$ cat src/rtl/dsi_lane_pkg.sv
// ---------------------------------------------------------------------------
// dsi_lane_pkg
//   Shared definitions for the DSI lane distributor:
//     - lane_state_t  : distributor FSM states (IDLE, FILL, SEND, DONE)
//     - MAX_LANES_DEF : default number of physical PPI data lanes
//     - lane_mask()   : n -> mask with the n low bits set (n = 0..4)
// ---------------------------------------------------------------------------
package dsi_lane_pkg;

    localparam int MAX_LANES_DEF = 4;

    typedef enum logic [1:0] {
        ST_IDLE = 2'd0,
        ST_FILL = 2'd1,
        ST_SEND = 2'd2,
        ST_DONE = 2'd3
    } lane_state_t;

    // Thermometer mask: lanes 0..n-1 enabled.
    function automatic logic [MAX_LANES_DEF-1:0] lane_mask(input logic [2:0] n);
        logic [MAX_LANES_DEF-1:0] m;
        for (int i = 0; i < MAX_LANES_DEF; i++) begin
            m[i] = (3'(i) < n);
        end
        return m;
    endfunction

endpackage

$ cat src/rtl/lane_distributor.sv
// ---------------------------------------------------------------------------
// lane_distributor
//   Spreads a DSI packet byte stream across 1..MAX_LANES PPI data lanes.
//   Bytes are gathered into a slot register (one slot per lane); once a
//   beat is full, or the packet ends, the beat is presented to the PHY.
//
// Handshakes (both sides use the same rule):
//   A transfer happens on a rising dsi_clk edge where valid && ready are
//   both high. The producer holds its data stable while valid is high and
//   ready is low; ready never depends combinationally on valid.
//
// Ports
//   dsi_clk, dsi_rst_n : clock, asynchronous active-low reset
//   cfg_lanes          : active lanes minus one, sampled at SOP acceptance
//   in_data/in_valid/in_sop/in_eop/in_ready : byte stream input
//   ppi_data           : lane k on bits [8k+7:8k]
//   ppi_valid/ppi_ready: beat handshake with the PHY (TxReady)
//   ppi_lane_en        : per-lane HS request
//   lane_done          : one-cycle pulse after the final beat
//   err_proto          : one-cycle pulse on a framing violation
//   pkt_len            : bytes delivered in the last completed packet
//   dbg_state          : current FSM state (lane_state_t encoding)
// ---------------------------------------------------------------------------
module lane_distributor
    import dsi_lane_pkg::*;
#(
    parameter int MAX_LANES = MAX_LANES_DEF,  // legal range 1..4
    parameter int LEN_W     = 16
) (
    input  logic                   dsi_clk,
    input  logic                   dsi_rst_n,
    input  logic [1:0]             cfg_lanes,
    input  logic [7:0]             in_data,
    input  logic                   in_valid,
    input  logic                   in_sop,
    input  logic                   in_eop,
    output logic                   in_ready,
    output logic [MAX_LANES*8-1:0] ppi_data,
    output logic                   ppi_valid,
    input  logic                   ppi_ready,
    output logic [MAX_LANES-1:0]   ppi_lane_en,
    output logic                   lane_done,
    output logic                   err_proto,
    output logic [LEN_W-1:0]       pkt_len,
    output logic [1:0]             dbg_state
);

    lane_state_t      state_q, state_d;
    logic [2:0]       cnt_q, cnt_d;        // slots filled in the current beat
    logic [2:0]       lanes_q, lanes_d;    // lanes latched at SOP
    logic             final_q, final_d;    // current beat holds the EOP byte
    logic [7:0]       slot_q [MAX_LANES];
    logic [7:0]       slot_d [MAX_LANES];
    logic [LEN_W-1:0] byte_cnt_q, byte_cnt_d;
    logic [LEN_W-1:0] pkt_len_q, pkt_len_d;
    logic             err_q, err_d;
    // Holds in_ready low while reset is asserted and releases it on the
    // first clock edge afterwards.
    logic             rdy_en_q, rdy_en_d;

    logic                     accept;
    logic [2:0]               cfg_n;
    logic [2:0]               lanes_sel;
    logic [LEN_W-1:0]         byte_inc;
    logic [MAX_LANES_DEF-1:0] en_mask;

    // Requested lane count, clamped to the lanes physically present.
    assign cfg_n     = {1'b0, cfg_lanes} + 3'd1;
    assign lanes_sel = (cfg_n > 3'(MAX_LANES)) ? 3'(MAX_LANES) : cfg_n;

    // Byte counter saturates at all ones instead of wrapping.
    assign byte_inc = (&byte_cnt_q) ? byte_cnt_q : byte_cnt_q + LEN_W'(1);

    assign in_ready = rdy_en_q && ((state_q == ST_IDLE) || (state_q == ST_FILL));
    assign accept   = in_valid && in_ready;

    // -----------------------------------------------------------------------
    // Next-state logic
    // -----------------------------------------------------------------------
    always_comb begin
        state_d    = state_q;
        cnt_d      = cnt_q;
        lanes_d    = lanes_q;
        final_d    = final_q;
        slot_d     = slot_q;
        byte_cnt_d = byte_cnt_q;
        pkt_len_d  = pkt_len_q;
        err_d      = 1'b0;
        rdy_en_d   = 1'b1;

        if (accept) begin
            if (in_sop) begin
                // Start of packet. In FILL this abandons the partial packet.
                if (state_q == ST_FILL) begin
                    err_d = 1'b1;
                end
                lanes_d = lanes_sel;
                for (int k = 0; k < MAX_LANES; k++) begin
                    slot_d[k] = 8'h00;
                end
                slot_d[0]  = in_data;
                cnt_d      = 3'd1;
                byte_cnt_d = LEN_W'(1);
                final_d    = in_eop;
                // A single-lane beat is already full after the first byte.
                if (in_eop || (lanes_sel == 3'd1)) begin
                    state_d = ST_SEND;
                end else begin
                    state_d = ST_FILL;
                end
            end else if (state_q == ST_IDLE) begin
                // Byte outside any packet: dropped.
                err_d = 1'b1;
            end else begin
                for (int k = 0; k < MAX_LANES; k++) begin
                    if (3'(k) == cnt_q) begin
                        slot_d[k] = in_data;
                    end
                end
                cnt_d      = cnt_q + 3'd1;
                byte_cnt_d = byte_inc;
                final_d    = in_eop;
                if (in_eop || ((cnt_q + 3'd1) == lanes_q)) begin
                    state_d = ST_SEND;
                end
            end
        end

        case (state_q)
            ST_SEND: begin
                if (ppi_ready) begin
                    for (int k = 0; k < MAX_LANES; k++) begin
                        slot_d[k] = 8'h00;
                    end
                    cnt_d = 3'd0;
                    if (final_q) begin
                        state_d = ST_DONE;
                    end else begin
                        state_d = ST_FILL;
                    end
                end
            end
            ST_DONE: begin
                pkt_len_d = byte_cnt_q;
                final_d   = 1'b0;
                state_d   = ST_IDLE;
            end
            default: begin
            end
        endcase
    end

    // -----------------------------------------------------------------------
    // Outputs
    // -----------------------------------------------------------------------
    always_comb begin
        en_mask = '0;
        case (state_q)
            ST_FILL: en_mask = lane_mask(lanes_q);
            // On the final beat only lanes that actually carry data keep HS.
            ST_SEND: en_mask = final_q ? lane_mask(cnt_q) : lane_mask(lanes_q);
            default: en_mask = '0;
        endcase
    end

    always_comb begin
        ppi_data = '0;
        for (int k = 0; k < MAX_LANES; k++) begin
            ppi_data[8*k +: 8] = slot_q[k];
        end
    end

    assign ppi_lane_en = en_mask[MAX_LANES-1:0];
    assign ppi_valid   = (state_q == ST_SEND);
    assign lane_done   = (state_q == ST_DONE);
    assign err_proto   = err_q;
    assign pkt_len     = pkt_len_q;
    assign dbg_state   = state_q;

    // -----------------------------------------------------------------------
    // State registers
    // -----------------------------------------------------------------------
    always_ff @(posedge dsi_clk or negedge dsi_rst_n) begin
        if (!dsi_rst_n) begin
            state_q    <= ST_IDLE;
            cnt_q      <= 3'd0;
            lanes_q    <= 3'd1;
            final_q    <= 1'b0;
            for (int k = 0; k < MAX_LANES; k++) begin
                slot_q[k] <= 8'h00;
            end
            byte_cnt_q <= '0;
            pkt_len_q  <= '0;
            err_q      <= 1'b0;
            rdy_en_q   <= 1'b0;
        end else begin
            state_q    <= state_d;
            cnt_q      <= cnt_d;
            lanes_q    <= lanes_d;
            final_q    <= final_d;
            for (int k = 0; k < MAX_LANES; k++) begin
                slot_q[k] <= slot_d[k];
            end
            byte_cnt_q <= byte_cnt_d;
            pkt_len_q  <= pkt_len_d;
            err_q      <= err_d;
            rdy_en_q   <= rdy_en_d;
        end
    end

endmodule

$ cat config.mk
export PLATFORM = sky130hd
export DESIGN_NAME = lane_distributor
export DESIGN_NICKNAME = d
export VERILOG_FILES = /design/src/rtl/dsi_lane_pkg.sv /design/src/rtl/lane_distributor.sv
export SDC_FILE = /design/constraint.sdc
export NUM_CORES = 1
export LEC_CHECK = 0
export CAP_MARGIN = 5
export CORE_ASPECT_RATIO = 1.5
export CORE_UTILIZATION = 36
export CTS_BUF_LIST = sky130_fd_sc_hd__clkbuf_2
export CTS_CLUSTER_DIAMETER = 60
export CTS_CLUSTER_SIZE = 28
export DETAILED_ROUTE_END_ITERATION = 10
export MAX_ROUTING_LAYER = met4
export PLACE_DENSITY = 0.6
export SLEW_MARGIN = 10
export SYNTH_ARGS = -nofsm -noshare
export SYNTH_HDL_FRONTEND = slang
export SYNTH_SLANG_ARGS = --single-unit
$ cat constraint.sdc
create_clock -name dsi_clk -period 2.05 [get_ports dsi_clk]
set_clock_uncertainty 0.15 [all_clocks]
set_input_delay 0.41 -clock dsi_clk [delete_from_list [all_inputs] [get_ports dsi_clk]]
set_output_delay 0.41 -clock dsi_clk [all_outputs]
set_load 0.1 [all_outputs]
==> reports/metrics.cfg <==
[outcome]
status=complete, but fails checks
violations=DRC, setup timing

[timing]
setup_ws_ps=-608
period_share_pct=130
min_period_ps=2660
finalSetupViolCount=61
final_max_slew_viol_count=0
rsz0062_at_grt=true
max_freq_mhz=376
final.setup.tns_ps=-14050
hold_viol=0

[placement]
port-buffer-count=73
placed_cells=564
place_area_sq_um=5670
gp_congestion=0.926
dpl.hpwl_um=7080

[final_layout]
final_common_cell=dfrtp_1
area_growth_pct=73.9
seq_area_sq_um=1890
fin_cells=603
num-nets-final=511
layout_common_cells=72 x dfrtp_1, 65 x buf_12, 54 x buf_4, 38 x nor2_1, 35 x mux2i_1
post-route-util_pct=65.0
final_area_sq_um=6330
nFillCells=745
multi_input_area_sq_um=2030
drive_gt1_share_pct=46.5
diodes=0

[global_route]
grt_pass1_vias=3124
grt_max_degree=76
antenna_found_initial=0
grtUsageTotal_pct=19.4
grt_pass1_wl_um=15500
grt_overflow=0

[critical_path]
crit_path_start_kind=flop
timing.rr.end=byte_cnt_q[10]
required_ps=1490
crit_arrival_ps=2100
r2r_slack_ps=-370
path_max_fanout=4
critPathKind=reg2out
worstReg2RegStart=dbg_state[0]
end_kind=primary output
r2r_cells=8

[routing]
avgViaCountPerCell=5.27
drtPass1Iterations=7
drtIter0Drc=167
routed_wl_um=10300
postRouteAntennaNets=0
drc=23
drt-wirelength-per-cell_um=17.0
vias=3180

[clocking]
htreeDepth=3
root_buffer=clkbuf_2
clk_latency_ps=530
cts.sinks=75
cts_tree=yes
clk_pin_slew_ps=220
cts_made_buffers=9
ctsLongestPathBuffers=2

[worst_hold_path]
hold_class=in2async

[synthesis]
async_reset_ff_share_pct=100
ys_seq_elements=75
synth_warnings=0
netlist_instances=331
ys.flop_type=dfrtp_1
yosysSeqAreaShare_pct=51.6
syn_area_sq_um=3640
synth.net_count=358
synth_edf_count=0
synthDistinctLibCells=52
syn_area_per_cell_sq_um=11.0

[pwr]
netSwitchingFraction_pct=46.1
power.share.clock_pct=11.9
total_leakage_power_nw=2.89
pwr-share-seq_pct=26.5
cellPowerDensity_nw_per_um2=1200
p_int_mw=4.09
power_frac_comb_pct=61.6
peakVddDrop_v=0.000748
total_power_mw=7.60
p_switching_mw=3.50

[floorplan]
die_x_um=84.1
io_pins=74
rows=44
die_area_sq_um=10500
start_util_pct=37.4
die_y_um=125
core-area_sq_um=9740

[run]
max_cap_violations=0

[per-stage QoR]
| stage | hold slack (ps) | setup slack, ps |
|---|---|---|
| 2_1_floorplan | -35.6 | -571 |
| 3_3_place_gp | 327 | -380 |
| 3_5_place_dp | 331 | -409 |
| 5_1_grt | 293 | -701 |
| 6_report | 293 | -608 |
| 4_1_cts | 268 | -645 |
[state kept, by name (all words and copies together) (netlist names)]
register,flops
cnt_q,3
byte_cnt_q,16
dbg_state,2
lanes_q,3
pkt_len,16
ppi_data,32
rdy_en_q,1
err_proto,1
final_q,1
[cell families after synthesis]
family	share of synthesized area [%]
simple gates	15.1
compound gates	10.2
buf+inv	2.82
flops	51.6
xor+xnor	1.58
other cells	0.103
mux	14.8
fa+ha+maj	3.78
[synthesized netlist by cell type (2+ instances only)]
cell type,instances,area [sq um]
buf_1,2,7.51
o221ai_1,2,17.5
nor2b_1,3,18.8
and2_1,2,12.5
a21o_1,2,15.0
nor3_1,6,30.0
or3_1,4,25.0
a21oi_1,10,50.1
inv_1,10,37.5
a21boi_0,3,22.5
o2111a_1,2,22.5
nand4_1,2,12.5
o311ai_0,2,17.5
mux2_2,16,180
and3_1,4,25.0
nor2_1,39,146
nand2_1,26,97.6
dfrtp_1,74,1850
o31ai_1,9,67.6
xnor2_1,3,26.3
o21ai_0,6,30.0
o311a_1,2,20.0
or4_1,7,52.6
clkbuf_1,8,30.0
ha_1,11,138
a31oi_1,2,12.5
buf_2,3,15.0
nand2b_1,3,18.8
nand3_1,10,50.1
mux2i_1,36,360
[worst max-delay path, cell delays in order (launching register included)]
cell and delay [ps]:
dfrtp_4 560, inv_4 70, buf_6 90, ha_4 150, a21o_1 180, buf_6 120, o21ai_4 50, a21boi_4 150
buf_12 190
[how the worst max path moves through the flow]
| stage | start | end | depth (start not counted) |
|---|---|---|---|
| floorplan | dbg_state[0] | ppi_lane_en[1] | 6 |
| global placement | in_valid | byte_cnt_q[8] | 5 |
| detailed placement | in_valid | byte_cnt_q[14] | 5 |
| CTS | dbg_state[0] | ppi_lane_en[1] | 8 |
| global route | dbg_state[0] | ppi_lane_en[1] | 8 |
| finish | dbg_state[0] | ppi_lane_en[1] | 8 |
[layer usage]
layer	vias up	global-route usage, %	routed length (um)
li1	1492	-	-
met1	1568	22.3	4050
met2	100	32.4	5490
met3	20	4.16	518
met4	0	8.52	211
met5	-	-	0
[final cells by class]
class | count | area share, %
timing repair buffer | 157 | 33.3
multi-input combinational | 231 | 32.0
sequential | 75 | 29.8
tap | 115 | 2.27
clock inverter | 6 | 1.28
clock buffer | 9 | 0.711
inverter | 10 | 0.632
[repair_timing]
item / 4_1_cts / 5_1_grt
gates resized for setup: 30 / 49
endpoints found under the setup margin: 46 / 59
buffers inserted: 3 / 21
hold endpoints to repair: 74 / 0
hold buffers: 1 / 0
pin swaps: 23 / 24
[power groups by stage]
| stage | Combinational (mW) | Clock (mW) | Sequential [mW] |
|---|---|---|---|
| finish | 4.68 | 0.903 | 2.01 |
| global route | 4.85 | 0.998 | 2.04 |
| CTS | 4.30 | 0.930 | 2.01 |
| detailed placement | 4.14 | 0 | 2.03 |
| global placement | 4.08 | 0 | 2.01 |
| floorplan | 1.43 | 0 | 3.07 |
Power figures use the tool's default switching activity.
